File: src/rtl/stream_mux_pkg.sv
// Shared constants for the round-robin stream multiplexer.
package stream_mux_pkg;

    localparam logic MODE_FIXED = 1'b0;
    localparam logic MODE_RR    = 1'b1;

    localparam int unsigned DEF_NUM_CH = 4;
    localparam int unsigned DEF_DATA_W = 8;

endpackage

File: src/rtl/rr_arbiter.sv
// Combinational round-robin priority search starting just above last_grant.
module rr_arbiter #(
    parameter int unsigned NUM_CH = 4,
    parameter int unsigned SEL_W  = $clog2(NUM_CH)
) (
    input  logic [NUM_CH-1:0] req,
    input  logic [SEL_W-1:0]  last_grant,
    output logic [SEL_W-1:0]  grant,
    output logic              grant_vld
);

    // The first pass finds the lowest requester overall (the wrap-around
    // winner); the second overrides it with the lowest one above last_grant.
    always_comb begin
        grant     = '0;
        grant_vld = 1'b0;
        for (int i = NUM_CH - 1; i >= 0; i--) begin
            if (req[i]) begin
                grant     = SEL_W'(i);
                grant_vld = 1'b1;
            end
        end
        for (int i = NUM_CH - 1; i >= 0; i--) begin
            if (req[i] && (SEL_W'(i) > last_grant)) begin
                grant = SEL_W'(i);
            end
        end
    end

endmodule

File: src/rtl/stream_mux_rr.sv
// N-to-1 valid/ready stream multiplexer with fixed or round-robin selection
// and a single-entry registered output stage.
module stream_mux_rr
    import stream_mux_pkg::*;
#(
    parameter int unsigned NUM_CH = DEF_NUM_CH,
    parameter int unsigned DATA_W = DEF_DATA_W,
    parameter int unsigned SEL_W  = $clog2(NUM_CH)
) (
    input  logic                     clk,
    input  logic                     rst_n,
    input  logic                     mode,
    input  logic [SEL_W-1:0]         sel,
    input  logic [NUM_CH-1:0]        in_valid,
    output logic [NUM_CH-1:0]        in_ready,
    input  logic [NUM_CH*DATA_W-1:0] in_data,
    output logic                     out_valid,
    input  logic                     out_ready,
    output logic [DATA_W-1:0]        out_data,
    output logic [SEL_W-1:0]         out_ch
);

    logic [SEL_W-1:0]  last_grant;
    logic [SEL_W-1:0]  rr_grant;
    logic              rr_vld;
    logic              fix_vld;
    logic [SEL_W-1:0]  grant;
    logic              grant_vld;
    logic              load_en;
    logic              in_xfer;
    logic [DATA_W-1:0] payload;

    rr_arbiter #(
        .NUM_CH (NUM_CH),
        .SEL_W  (SEL_W)
    ) u_arb (
        .req        (in_valid),
        .last_grant (last_grant),
        .grant      (rr_grant),
        .grant_vld  (rr_vld)
    );

    // Fixed select only grants an in-range channel that is actually valid.
    always_comb begin
        fix_vld = 1'b0;
        for (int i = 0; i < NUM_CH; i++) begin
            if ((sel == SEL_W'(i)) && in_valid[i]) begin
                fix_vld = 1'b1;
            end
        end
    end

    assign grant     = (mode == MODE_RR) ? rr_grant : sel;
    assign grant_vld = (mode == MODE_RR) ? rr_vld : fix_vld;
    assign load_en   = !out_valid || out_ready;
    assign in_xfer   = rst_n && grant_vld && load_en;

    always_comb begin
        payload  = '0;
        in_ready = '0;
        for (int i = 0; i < NUM_CH; i++) begin
            if (grant == SEL_W'(i)) begin
                payload     = in_data[i*DATA_W +: DATA_W];
                in_ready[i] = in_xfer;
            end
        end
    end

    // Output register and round-robin pointer.
    always_ff @(posedge clk or negedge rst_n) begin
        if (!rst_n) begin
            out_valid  <= 1'b0;
            out_data   <= '0;
            out_ch     <= '0;
            last_grant <= SEL_W'(NUM_CH - 1);
        end else if (in_xfer) begin
            out_valid  <= 1'b1;
            out_data   <= payload;
            out_ch     <= grant;
            last_grant <= grant;
        end else if (out_ready) begin
            out_valid  <= 1'b0;
        end
    end

endmodule

File: config.mk
export PLATFORM = sky130hd
export DESIGN_NAME = stream_mux_rr
export DESIGN_NICKNAME = d
export VERILOG_FILES = /design/src/rtl/stream_mux_pkg.sv /design/src/rtl/rr_arbiter.sv /design/src/rtl/stream_mux_rr.sv
export SDC_FILE = /design/constraint.sdc
export NUM_CORES = 1
export LEC_CHECK = 0
export BUFFER_PORTS_ARGS = -buffer_cell sky130_fd_sc_hd__buf_2
export CORE_MARGIN = 1
export CORE_UTILIZATION = 41
export CTS_CLUSTER_SIZE = 20
export DETAILED_ROUTE_END_ITERATION = 12
export PLACE_DENSITY = 0.78
export SLEW_MARGIN = 30
export SYNTH_ARGS = -nofsm -noshare
export SYNTH_HDL_FRONTEND = slang
export SYNTH_SLANG_ARGS = --single-unit
export TNS_END_PERCENT = 20
File: constraint.sdc
create_clock -name clk -period 2 [get_ports clk]
set_input_delay 0.2 -clock clk [delete_from_list [all_inputs] [get_ports clk]]
set_output_delay 0.2 -clock clk [all_outputs]
set_load 0.005 [all_outputs]
Yosys cells after proc, flatten, opt, wreduce, memory -nomap -nowiden
Cells that the tools add are included.
{"block": "totals", "reg_bits": 13, "in_bits": 42, "out_inout_bits": 15, "wordCells": 57}
{"block": "classes", "order_cmp": 4, "eq_ne": 6, "n_mux": 28, "reduce_logical": 15}
{"cell": "$mux 8", "n": 4}
{"cell": "$mux 2", "n": 9}
{"cell": "$mux 1", "n": 15}
{"cell": "$logic_and 1x1->1", "n": 10}
{"cell": "$eq 2x2->1 const B", "n": 4}
{"cell": "$eq 2x1->1 const B", "n": 2}
{"cell": "$gt 1x2->1 const A", "n": 2}
{"cell": "$gt 2x2->1 const A", "n": 2}
{"cell": "$logic_not 2->1", "n": 2}
{"cell": "$reduce_bool 2->1", "n": 1}
{"cell": "$logic_not 1->1", "n": 1}
{"cell": "$logic_or 1x1->1", "n": 1}

Depth between registers and ports, before layout
Gate-level depths: netlist (run 1).
{"block": "logic_depth", "word_depth": 14, "ltp_mapped": 7, "ltp_nobuf": 5}

Modules after synthesis
Synthesis (run 1) repeated with hierarchy kept, for this count alone.
{"block": "unflattened", "hier_cells": 84, "area_unflattened_um2": 967.2}
{"mod": "stream_mux_rr", "instances": 1, "cells_each": 70, "area_each_um2": 880.8, "seq_area_each_um2": 327.8}
{"mod": "rr_arbiter", "instances": 1, "cells_each": 14, "area_each_um2": 86.3, "seq_area_each_um2": 0.0}

Worst setup path before layout (run 1)
OpenSTA, ideal clock, no wires.
{"block": "synth_path", "path_kind": "register to register", "from": "reg last_grant[1]", "to": "reg out_data[0]", "setup_time_ps": 141, "t_arrival_ps": 1494, "required_ps": 1859, "setup_slack_ps": 365, "path_stages_with_launch": 7, "path_buffers": 2, "period_less_slack_ps": 1635, "path_cell_list": "dfstp_2 > nor2b_1 > o41ai_2 > buf_6 > buf_12 > mux2i_1 > o221ai_1"}
{"block": "synth_between", "elab_chain_cells": 12, "elab_cells_between_ends": 21, "classes_between": "4 x order compare; 3 x eq/ne; 9 x mux; 5 x reduce/logical"}
{"item": "start: declaration", "line": "stream_mux_rr.sv:23", "source": "logic [SEL_W-1:0] last_grant;"}
{"item": "start signal: assignment", "line": "stream_mux_rr.sv:75", "source": "last_grant <= SEL_W'(NUM_CH - 1);"}
{"item": "start signal: assignment", "line": "stream_mux_rr.sv:80", "source": "last_grant <= grant;"}
{"item": "$gt 2x2->1", "line": "rr_arbiter.sv:24", "source": "if (req[i] && (SEL_W'(i) > last_grant)) begin"}
{"item": "$logic_and 1x1->1", "line": "rr_arbiter.sv:24"}
{"item": "$mux 2 (3 in series)", "line": "rr_arbiter.sv:24"}
{"item": "$mux 2 *", "line": "rr_arbiter.sv:24"}
{"item": "$mux 2 *", "line": "stream_mux_rr.sv:53", "source": "assign grant = (mode == MODE_RR) ? rr_grant : sel;"}
{"item": "$logic_not 2->1", "line": "stream_mux_rr.sv:62", "source": "if (grant == SEL_W'(i)) begin"}
{"item": "$mux 8 (3 in series)", "line": "stream_mux_rr.sv:62"}
{"item": "$mux 8 *", "line": "stream_mux_rr.sv:62"}
{"item": "end signal: assignment", "line": "stream_mux_rr.sv:78", "source": "out_data <= payload;"}
{"item": "end: declaration", "line": "stream_mux_rr.sv:19", "source": "output logic [DATA_W-1:0] out_data,"}
Mark *: on every way between the ends. The rest lies on a longest branch, timed or not.
A chain may end at the register's enable or synchronous reset.

Final worst setup path (run 1)
{"block": "layout_path", "from": "reg last_grant[1]", "to": "out in_ready[2]"}
{"block": "layout_between", "elab_chain_cells": 9, "elab_cells_between_ends": 15, "classes_between": "4 x order compare; 1 x eq/ne; 6 x mux; 4 x reduce/logical"}
{"item": "$gt 2x2->1", "line": "rr_arbiter.sv:24"}
{"item": "$logic_and 1x1->1", "line": "rr_arbiter.sv:24"}
{"item": "$mux 2 (3 in series)", "line": "rr_arbiter.sv:24"}
{"item": "$mux 2 *", "line": "rr_arbiter.sv:24"}
{"item": "$mux 2 *", "line": "stream_mux_rr.sv:53"}
{"item": "$eq 2x2->1 *", "line": "stream_mux_rr.sv:62"}
{"item": "$mux 1 *", "line": "stream_mux_rr.sv:62"}
{"item": "end: declaration", "line": "stream_mux_rr.sv:15", "source": "output logic [NUM_CH-1:0] in_ready,"}
Marks and branches as above.

==> metrics list, run 1 <==
- The via count of the first global-routing pass came to 827.
- Total routing usage reported by global routing: 20.6%
* Number of primary I/O pins: 57
- After detailed routing, the number of remaining DRC violations is 0.
- On the worst path, the slowest cell contributes a delay of 0.57 ns.
- Remaining antenna violation count: 0
- Area of the mapped netlist: 872 µm²
* Starting density of the core: 44.0%
- Warnings from Yosys: 0
* Die span in x: 48.1 µm
- For this block, the routed nets add up to 2390 µm of wire.
- Across all layers, the routed design uses 944 vias.
- CTS built an H-tree with a depth of 1.
* Commonest cells after routing, fill and taps aside: sky130_fd_sc_hd__buf_2 (56), sky130_fd_sc_hd__mux2i_1 (18), sky130_fd_sc_hd__nand2_1 (14), sky130_fd_sc_hd__dfrtp_1 (11), sky130_fd_sc_hd__o221ai_1 (9)
* Hold_ws: 0.224 ns
* Share of final-layout standard cells stronger than drive strength 1: 47.0%
* Antenna violations before repair: 0
- Summing internal, switching and leakage power gives 942 µW.
- The run finished with clean final reports.
- Mean instance size in the synthesized netlist: 10.0 µm²
- Routed via count divided by cell count: 5.36
- Startpoint Class: flop
* Detailed Routing Iterations Pass 1: 4
- Routed wirelength normalized by instance count: 13.6 µm
- First-pass GRT wire length: 3260 µm
* Clock tree sinks: 13
- Post-layout min period: 1.92 ns
- Maxcap violations: 0
- Of the synthesized area, sequential elements account for 37.6%.
* Total of flip-flops plus latches after synthesis: 13
- TritonCTS built the clock tree.
- IR drop worst, VDD: 0.000481 V
* Total negative setup slack: 0 ns
- Area of the core region: 0.00198 mm²
* GPL Wtd Cong: 0.706
- The worst setup path is of the reg2out kind.
- Static timing analysis puts the maximum clock frequency at 0.521 GHz.
- After detailed placement, the total cell area comes to 0.00118 mm².
- Synth Instances: 87
- Cell area power density: 756 mW/mm²
- Layout overhead on the synthesized area: 42.8%
- At the pin with the least slew margin, the transition time is 0.405 ns.
- Number of design-rule violations left by the first detailed-router iteration: 18
* Final number of max-transition violations: 0
* Final number of hold-violating endpoints: 0
- At the worst endpoint, the arrival time is 1.72 ns.
- Syn_nets: 129
- In this run, CTS created clock tree buffers numbering 3.
- Detailed placement HPWL: 1890 µm
- Placed Instances: 170
* Final standard cell area without fillers: 0.00124 mm²
- The path class of the tightest hold or removal check is in2reg.
- Fin crit share: 96.1%
* Count of unique library cells instantiated by Yosys: 26
- Setup violations remaining at the end of the flow were counted as 0.
* Max Root-Sink Buffers: 2
* Insertion delay to the later sink of the worst-skew pair: 0.27 ns
- Summed over all cells, the static leakage comes to 0.000665 µW.
- Along the worst path, the maximum fanout reaches 5.
* Non-filler instance count after layout: 176
- Summed over all layers, the global routing overflow is 0.
- Most frequent CP cell: sky130_fd_sc_hd__nor2_1
- Largest net degree at the start of global routing: 13
- Cell at the root of the clock tree: sky130_fd_sc_hd__clkbuf_4
- Diodes inserted: 0
- Setup Skew: 0.00273 ns
- The library cell used most frequently in the layout, excluding fill and tap cells, is sky130_fd_sc_hd__buf_2.
* Row cnt: 16
- Total Die Area: 0.00232 mm²
* Total Nets Final: 192
* Required @ worst endpoint: 1.80 ns
- Vertical die dimension: 48.1 µm
- The slowest stage of the critical path is the sky130_fd_sc_hd__dfstp_2 cell.
- Worst-case headroom to the max-slew limit: 72.9%
* Worst setup EP type: output port
* CP Cell Sequence: nor2_1 -> a31oi_2 -> o41ai_4 -> nand2b_4 -> nor2_1 -> buf_2
- During placement, the flow inserted port buffers numbering 56.
- Clock-pin slew of the registers on the worst-case setup and hold paths: 0.08 ns
## Yosys cell counts
library cell               number  area share (%)
sky130_fd_sc_hd__a21boi_1       1            0.86
sky130_fd_sc_hd__a21oi_1        1            0.57
sky130_fd_sc_hd__a22oi_1        1            0.86
sky130_fd_sc_hd__a31oi_1        1            0.72
sky130_fd_sc_hd__a41o_1         1             1.1
sky130_fd_sc_hd__a41oi_1        1             1.0
sky130_fd_sc_hd__and3_1         2             1.4
sky130_fd_sc_hd__and4_1         1             1.0
sky130_fd_sc_hd__buf_12         1             2.3
sky130_fd_sc_hd__buf_2          1            0.57
sky130_fd_sc_hd__buf_6          1             1.3
sky130_fd_sc_hd__dfrtp_1       11              32
sky130_fd_sc_hd__dfstp_2        2             6.0
sky130_fd_sc_hd__inv_1          2            0.86
sky130_fd_sc_hd__mux2i_1       18              21
sky130_fd_sc_hd__nand2_1       14             6.0
sky130_fd_sc_hd__nand2b_1       3             2.2
sky130_fd_sc_hd__nand3_1        1            0.57
sky130_fd_sc_hd__nand4_1        1            0.72
sky130_fd_sc_hd__nor2_1         4             1.7
sky130_fd_sc_hd__nor2b_1        3             2.2
sky130_fd_sc_hd__nor4_1         1            0.72
sky130_fd_sc_hd__o21a_1         4             3.4
sky130_fd_sc_hd__o221ai_1       9             9.0
sky130_fd_sc_hd__o41ai_2        1             1.9
sky130_fd_sc_hd__or2_2          1            0.72
## routing by layer
metal  up-vias  GRT usage, %  routed length (µm)
met5         -             0                   0
met2        40          39.5                1330
li1        459             -                   -
met1       443          22.8                 933
met4         0          8.33                  13
met3         2          2.22                 112
## metrics by stage
step / setup WS, ns / util (%)
2_1_floorplan: 0.365 / -
3_3_place_gp: 0.224 / 59.7
3_5_place_dp: 0.129 / 59.7
4_1_cts: 0.0405 / 61.9
5_1_grt: -0.00275 / 62.8
6_report: 0.0790 / 62.8
## state kept, by name, summed over array words and instances, names as in the netlist
name,flops
last_grant,2
out_ch,2
out_data,8
out_valid,1
## where the power goes
part / total, µW / internal (µW) / switching [µW] / leakage, µW
sequential: 387 / 341 / 45.3 / 0.000154
combinational: 393 / 205 / 188 / 0.000496
clock: 162 / 77.2 / 85.1 / 0.0000150
## cell type report
cell class / count / area [µm²]
Fill cell: 178 / 737
Multi-Input combinational cell: 69 / 529
Sequential cell: 13 / 328
Timing Repair Buffer: 61 / 320
Tap cell: 27 / 33.8
Clock buffer: 4 / 26.3
Inverter: 2 / 7.51
## logic make-up after synthesis
| group | Yosys count | synth area share, % |
|---|---|---|
| simple gates | 31 | 17.2 |
| mux | 18 | 20.7 |
| flops | 13 | 37.6 |
| compound gates | 20 | 19.5 |
| buf+inv | 5 | 5.02 |
## repair_timing
| item | CTS | global route |
|---|---|---|
| resized for setup | 1 | 2 |
| pin swaps | 1 | 2 |
| hold buffers | 1 | 0 |
| setup endpoints to repair | 2 | 2 |
| endpoints found under the hold margin | 11 | 0 |
| buffers inserted | 0 | 1 |
## final timing paths
kind,start,endpoint,slack [ns],cells after the start
worst max-delay path,last_grant[1],in_ready[2],0.08,6
worst min-delay path,out_ready,out_valid,0.22,3
worst max register to register,last_grant[0],out_data[7],0.15,5
worst min register to register,out_ch[0],out_ch[0],0.50,1
max in group asynchronous,rst_n,last_grant[1],1.26,3
min in group asynchronous,rst_n,out_ch[0],0.30,2
## critical path, delay by kind of cell (launching register included)
family / cells / cell delay [ns]
AOI/OAI and AO/OA: 2 / 0.41
buffers and inverters: 1 / 0.12
and+or+nand+nor: 3 / 0.35
DFF: 1 / 0.57
Note: power is estimated with default switching activity, not from simulation.
==> inputs of run 2 (changes only) <==
- CORE_MARGIN: 1 -> default
- CORE_UTILIZATION: 41 -> 43
- PLACE_DENSITY: 0.78 -> 0.79
- SKIP_CTS_REPAIR_TIMING: default -> 1
- SYNTH_HIERARCHICAL: default -> 1
==> run 2 against run 1 <==
  * The flow now finishes with violations (setup timing)
  * First-iteration DRC count shrank 17%
  * Critical path depth is the same
  * Sequential power increased by 16%
  * Die area increased by 5.5%
  * Count of clock-buffer cells in the layout fell by 1
  * Setup slack lost 0.29 ns
==> metrics list, run 2 <==
- Mean instance size in the synthesized netlist: 11.5 µm² (+15%)
- Total of flip-flops plus latches after synthesis: 13 (unchanged)
* Synth Instances: 84 (-3.4%)
- The maximum fanout along the worst path is 7 (+2).
- Die span in x: 49.4 µm (+2.7%)
- The setup TNS after final layout came to -1.10 ns (-1.10 ns).
- The residual overflow from global routing was 0 (unchanged).
* Max FFs per register: 8 (unchanged)
- The total power density per cell area is 867 mW/mm² (+15%).
* Non-filler instance count after layout: 175 (-0.57%)
* Most common cell after layout, fill and taps aside: sky130_fd_sc_hd__buf_2
- Counting instances in the post-synthesis netlist gives the leading cell types as sky130_fd_sc_hd__mux2i_1 (28), sky130_fd_sc_hd__mux2_2 (14), sky130_fd_sc_hd__dfrtp_1 (11).
- Insertion delay to the later sink of the worst-skew pair: 0.28 ns (about the same)
- The proportion of layout cells with a drive suffix above 1 is 61.5% (+15 points).
- Setup Skew: 0.00641 ns (+0.00368 ns)
- The number of antenna violations at the first check in global routing came to 0 (unchanged).
* Vertical die dimension: 49.4 µm (+2.7%)
- Worst-case headroom to the max-slew limit: 78.6% (+5.6 points)
- Largest regs: out_data (8), last_grant (2), out_ch (2)
- Setup repair after global routing could not meet its margin everywhere.
- IR drop worst, VDD: 0.000755 V (+57%)
- Async S/R FF share, synth: 100% (unchanged)
* Maxcap violations: 0 (unchanged)
- Final number of hold-violating endpoints: 0 (unchanged)
- The leakage power was 0.000749 µW (+13%).
- Warnings from Yosys: 6 (+6)
- Routed via count divided by cell count: 5.15 (-3.9%)
- The transition time at the pin with the least slew margin came to 0.315 ns (-0.0896 ns).
- Number of primary I/O pins: 57 (unchanged)
- The maximum number of pins on one net before global-route repair is 21 (+8).
- Syn_nets: 126 (-2.3%)
* Fin crit share: 110% (+14 points)
* Flip-flop cell with the highest count after synthesis: sky130_fd_sc_hd__dfrtp_1
- The H-tree level count is 1 (unchanged).
* Hold_ws: 0.232 ns (+0.00810 ns)
- Commonest cells after routing, fill and taps aside: sky130_fd_sc_hd__buf_2 (56), sky130_fd_sc_hd__mux2i_1 (28), sky130_fd_sc_hd__mux2_2 (12), sky130_fd_sc_hd__dfrtp_1 (11), sky130_fd_sc_hd__nand2b_1 (4)
- The combined area of all synthesized cells was 967 µm² (+11%).
- Total Die Area: 0.00244 mm² (+5.5%)
* Yosys top cell by area: sky130_fd_sc_hd__mux2i_1
- Area of the core region: 0.00204 mm² (+3.0%)
- Detailed Routing Iterations Pass 1: 4 (unchanged)
- The final-report setup violation count is 12 (+12).
* Sequential-to-total area share from yosys stat: 33.9% (-3.7 points)
* Portion of synthesized cell area occupied by the leading cell type: 29.0% (-2.6 points)
- The placed wire-length estimate came to 1810 µm (-4.3%).
- The number of remaining DRC errors came to 0 (unchanged).
* Global Route met3 Usage: 6.23% (+4.0 points)
- TritonCTS built the clock tree.
- Starting density of the core: 47.4% (+3.4 points)
- The first-pass GRT wire length came to 3640 µm (+12%).
* Startpoint Class: flop
* Vias in the first global route: 836 (+1.1%)
- The worst setup path is captured at an output port.
- Reg-to-reg setup timing slack: -0.15 ns (-0.30 ns)
- The sink count of the clock tree was 13 (unchanged).
- CP Data Arrival Time: 2.01 ns (+0.29 ns)
- In this run the worst hold path is classified as in2reg.
* Global-route track usage on met1: 23.3% (+0.43 points)
* Cell at the root of the clock tree: sky130_fd_sc_hd__clkbuf_4
- Row cnt: 16 (unchanged)
- The total inserted antenna cells came to 0 (unchanged).
* Achievable Freq: 0.453 GHz (-13%)
- The data required time at the worst endpoint was 1.80 ns (about the same).
- Most flops, register: out_data
- Leading cell type by number of instances after synthesis: sky130_fd_sc_hd__mux2i_1
- Peak-usage layer in the global routing report: met2
- The fraction of met2 tracks used by global routing came to 33.6% (-5.9 points).
- Final number of max-transition violations: 0 (unchanged)
* Fin util: 69.9% (+7.1 points)
- The flow ran to the end, but the final reports show violations.
- GPL Wtd Cong: 0.808 (+14%)
- Total routing usage reported by global routing: 19.6% (-0.96 points)
- Yosys attributes the largest share of cell area to sky130_fd_sc_hd__mux2i_1 (29%), sky130_fd_sc_hd__dfrtp_1 (28%), sky130_fd_sc_hd__mux2_2 (16%), sky130_fd_sc_hd__dfstp_2 (5.4%), sky130_fd_sc_hd__nand2b_1 (2.6%).
- Clock-pin slew of the registers on the worst-case setup and hold paths: 0.08 ns (about the same)
- Clock buffer count from CTS: 3 (unchanged)
* Minimum setup slack in the final design: -0.207 ns (-0.286 ns)
- Max Root-Sink Buffers: 2 (unchanged)
- The filler cell count is 167 (-6.2%).
* Layout overhead on the synthesized area: 47.6%
- The final critical-path required period is 2.21 ns (+0.286 ns).
- The average wire per cell in the routed design was 13.9 µm (+2.3%).
- Total Nets Final: 191 (-0.52%)
- The overall routed net length was 2430 µm (+1.7%).
- Number of design-rule violations left by the first detailed-router iteration: 15 (-3)
- The worst slack at placement is -0.0634 ns (-0.193 ns).
* Count of flip-flops with a built-in enable after synthesis: 0 (unchanged)
* Placed Instances: 167 (-1.8%)
- The number of buffer cells added on primary ports came to 56 (unchanged).
- The final reports fail on setup timing.
* Vias post-DR: 902 (-4.4%)
* Remaining antenna violation count: 0 (unchanged)
- The number of different library cells in the post-synthesis netlist came to 20 (-23%).
- By startpoint and endpoint, the worst setup path is classified as reg2out.
## run 2: final timing paths
kind	startpoint	endpoint	depth (start not counted)
max in group asynchronous	rst_n	out_data[0]	3
worst min register to register	out_ch[0]	out_ch[0]	1
worst max register to register	last_grant[1]	out_data[0]	8
worst min-delay path	out_ready	out_valid	3
min in group asynchronous	rst_n	out_data[4]	2
worst max-delay path	last_grant[1]	in_ready[2]	6
## run 2: stage by stage
stage / power [µW] / area [µm²]
2_1_floorplan: 776 / 967
3_3_place_gp: 984 / 1310
3_5_place_dp: 1010 / 1310
4_1_cts: 1180 / 1340
5_1_grt: 1320 / 1430
6_report: 1240 / 1430
## run 2: layer usage
layer / vias up / routed length, µm
met5: - / 0
met4: 0 / 12
met3: 2 / 149
met2: 40 / 1210
met1: 420 / 1060
li1: 440 / -
## run 2: worst max-delay path: stages, from the launching register on
cell and delay, ns:
sky130_fd_sc_hd__dfstp_2 0.59, sky130_fd_sc_hd__mux2i_1 0.24, sky130_fd_sc_hd__o221ai_2 0.13, sky130_fd_sc_hd__mux2_4 0.32, sky130_fd_sc_hd__buf_12 0.15, sky130_fd_sc_hd__nor3_2 0.16
sky130_fd_sc_hd__buf_2 0.14
## run 2: cell type report
class	count	area (µm²)	share of cell area (%)
Clock buffer	3	22.5	1.58
Clock inverter	1	5.00	0.351
Inverter	1	3.75	0.263
Multi-Input combinational cell	66	632	44.3
Sequential cell	13	328	23.0
Tap cell	27	33.8	2.37
Timing Repair Buffer	64	403	28.2
## run 2: kinds of logic (layout without fill, tap and decap cells)
family,after synthesis,after routing,synth area share (%)
buffers and inverters,5,69,3.10
AO/OA/AOI/OAI,6,6,5.04
AND/OR/NAND/NOR,17,17,11.3
multiplexers,43,43,46.7
flip-flops,13,13,33.9
## run 2: power by group
group	leakage [µW]	total (µW)	switching, µW	internal, µW
logic	0.000582	628	253	376
clock network	0.0000177	162	87.5	74.1
registers	0.000150	448	68.9	379
==> inputs of run 3 (changes only) <==
==> constraint.sdc (replaced) <==
create_clock -name clk -period 2 [get_ports clk]
set_input_delay 0.2 -clock clk [delete_from_list [all_inputs] [get_ports clk]]
set_output_delay 0.2 -clock clk [all_outputs]
set_load 0.01 [all_outputs]
==> run 3 against run 2 <==
  * The flow still finishes with violations (setup timing)
  * Count of clock-buffer cells in the layout stayed put
  * Total power increased by 5.7%
  * Worst hold slack got worse by 0.0079 ns
  * Clock power increased by 3%
  * Sequential share of layout area shrank 0.28 points
  * Critical endpoint unchanged
==> metrics list, run 3 (synthesis results as in run 2) <==
* Detailed Routing Iterations Pass 1: 4 (unchanged)
- Outcome: finished with violations
* Clock-pin slew of the registers on the worst-case setup and hold paths: 0.09 ns (about the same)
* Storage cell area: 328 µm² (unchanged)
* Maxcap violations: 0 (unchanged)
* CTS tree: done
* Total Die Area: 0.00244 mm² (unchanged)
- The first-pass GRT wire length is 3640 µm (unchanged).
- The overall routed net length is 2600 µm (+7.2%).
- Fin crit share: 111% (+0.85 points)
* Startpoint Class: flop
- Vias in the first global route: 836 (unchanged)
- The global-route usage over all layers is 19.6% (unchanged).
* Port bufs: 56 (unchanged)
- The number of nets at the end of the flow was 193 (+1.0%).
* Vertical die dimension: 49.4 µm (unchanged)
* Remaining antenna violation count: 0 (unchanged)
* Die span in x: 49.4 µm (unchanged)
- The number of antenna violations at the first check in global routing came to 0 (unchanged).
- Maximum net fanout on the critical path: 7 (unchanged)
- The fmax is 0.450 GHz (-0.76%).
* CP Data Arrival Time: 2.02 ns (about the same)
- The residual overflow from global routing was 0 (unchanged).
- The setup path with the least slack is of type reg2out.
* Number of endpoints failing setup at the final stage: 12 (unchanged)
- Diodes inserted: 0 (unchanged)
- Max Root-Sink Buffers: 2 (unchanged)
- The final reports fail on setup timing.
- Cell area power density: 905 mW/mm² (+4.4%)
- Clock buffer count from CTS: 3 (unchanged)
- The register with the most flip-flops in the final layout is out_data.
- The remaining max-slew budget at the tightest pin is 78.5% (-0.12 points).
* Placed Instances: 167 (unchanged)
- Slew at the pin closest to its max-slew limit: 0.317 ns (+0.00174 ns)
- Number of primary I/O pins: 57 (unchanged)
- The routed via count is 930 (+3.1%).
- The leakage power is 0.000758 µW (+1.2%).
* Final number of hold-violating endpoints: 0 (unchanged)
* Unrepaired setup endpoints after global routing: yes
* Routed wirelength normalized by instance count: 14.7 µm (+6.0%)
- The H-tree level count was 1 (unchanged).
* Post-layout min period: 2.22 ns (+0.0170 ns)
- Largest net degree at the start of global routing: 21 (unchanged)
* Minimum setup slack in the final design: -0.224 ns (-0.0170 ns)
* Area of the core region: 0.00204 mm² (unchanged)
* Required @ worst endpoint: 1.80 ns (about the same)
- The effective utilization at floorplan is 47.4% (unchanged).
- The number of design-rule violations left by the first detailed-router iteration is 12 (-3).
- Number of inserted filler cells in the final layout: 161 (-3.6%)
* Path type of the worst min-delay path: in2reg
- Clock tree synthesis selected as its root buffer the cell sky130_fd_sc_hd__clkbuf_4.
- The number of remaining DRC errors came to 0 (unchanged).
* Non-filler instance count after layout: 177 (+1.1%)
- The proportion of layout cells with a drive suffix above 1 was 62.0% (+0.51 points).
- The library cell used most frequently in the layout, excluding fill and tap cells, is sky130_fd_sc_hd__buf_2.
- GPL Wtd Cong: 0.808 (unchanged)
- Clock tree sinks: 13 (unchanged)
- Final number of max-transition violations: 0 (unchanged)
* Area of the multi-input gates: 632 µm² (unchanged)
* IR drop worst, VDD: 0.000836 V (+11%)
- The worst clock skew on the final layout was 0.00447 ns (-0.00193 ns).
- Max FFs per register: 8 (unchanged)
- Largest regs: out_data (8), last_grant (2), out_ch (2)
* Detailed placement HPWL: 1810 µm (unchanged)
* Routed via count divided by cell count: 5.25 (+1.9%)
- The standard-cell row count came to 16 (unchanged).
- Layout overhead on the synthesized area: 49.4%
* Worst setup EP type: output port
- Insertion delay to the later sink of the worst-skew pair: 0.28 ns (about the same)
* Fin util: 70.8% (+0.86 points)
* Commonest cells after routing, fill and taps aside: sky130_fd_sc_hd__buf_2 (56), sky130_fd_sc_hd__mux2i_1 (28), sky130_fd_sc_hd__mux2_2 (12), sky130_fd_sc_hd__dfrtp_1 (11), sky130_fd_sc_hd__nand2b_1 (4)
==> run 3: changes by cell type in the layout (fill, tap and decap cells not counted) <==
cell | before | now
sky130_fd_sc_hd__clkbuf_16 | 2 | 1
sky130_fd_sc_hd__buf_6 | 0 | 2
sky130_fd_sc_hd__buf_12 | 2 | 3
==> run 3: layout make-up <==
cell class / count / share of cell area, %
Clock buffer: 3 / 1.56
Clock inverter: 1 / 0.346
Sequential cell: 13 / 22.7
Inverter: 1 / 0.260
Tap cell: 27 / 2.34
Timing Repair Buffer: 66 / 29.1
Multi-Input combinational cell: 66 / 43.7
==> run 3: worst paths after layout <==
check,startpoint,slack (ns),end,cells after the start
min,out_ready,0.22,out_valid,3
max,last_grant[1],-0.22,in_ready[2],6
max reg2reg,last_grant[1],-0.20,out_data[6],8
max in group asynchronous,rst_n,1.24,out_valid,3
min reg2reg,out_ch[0],0.51,out_ch[0],1
min in group asynchronous,rst_n,0.35,out_data[4],2
==> run 3: critical path, stage by stage, from the launching register on <==
cell                       delay (ns)
sky130_fd_sc_hd__dfstp_2         0.60
sky130_fd_sc_hd__mux2i_1         0.24
sky130_fd_sc_hd__o221ai_2        0.13
sky130_fd_sc_hd__mux2_4          0.30
sky130_fd_sc_hd__buf_12          0.15
sky130_fd_sc_hd__nor3_2          0.16
sky130_fd_sc_hd__buf_2           0.16
==> run 3: metal layers <==
layer  wire length (µm)  vias up  global-route usage (%)  part of all wire (%)
met5                  0        -                       0                     0
met4                 12        0                    5.71                  0.46
met3                138        2                    6.23                   5.3
met2               1350       39                    33.6                    52
met1               1100      443                    23.3                    42
li1                   -      446                       -                     -
==> run 3: metrics by stage <==
stage          hold slack [ns]  setup slack (ns)  power [µW]  TNS (ns)  instance area [µm²]
2_1_floorplan          -0.0956            0.0285         813         0                  967
3_3_place_gp            0.0362            0.0156        1020         0                 1310
3_5_place_dp            0.0373           -0.0634        1050    -0.322                 1310
4_1_cts                 -0.278            -0.242        1220     -1.16                 1340
5_1_grt                  0.255            -0.294        1380     -2.75                 1450
6_report                 0.224            -0.224        1310     -1.79                 1450
==> run 3: where the power goes <==
| part | internal [µW] | leakage (µW) | switching [µW] | total, µW |
|---|---|---|---|---|
| clock | 74.2 | 0.0000177 | 92.4 | 167 |
| sequential | 379 | 0.000150 | 68.6 | 447 |
| combinational | 392 | 0.000591 | 302 | 693 |
| total | 845 | 0.000758 | 463 | 1310 |
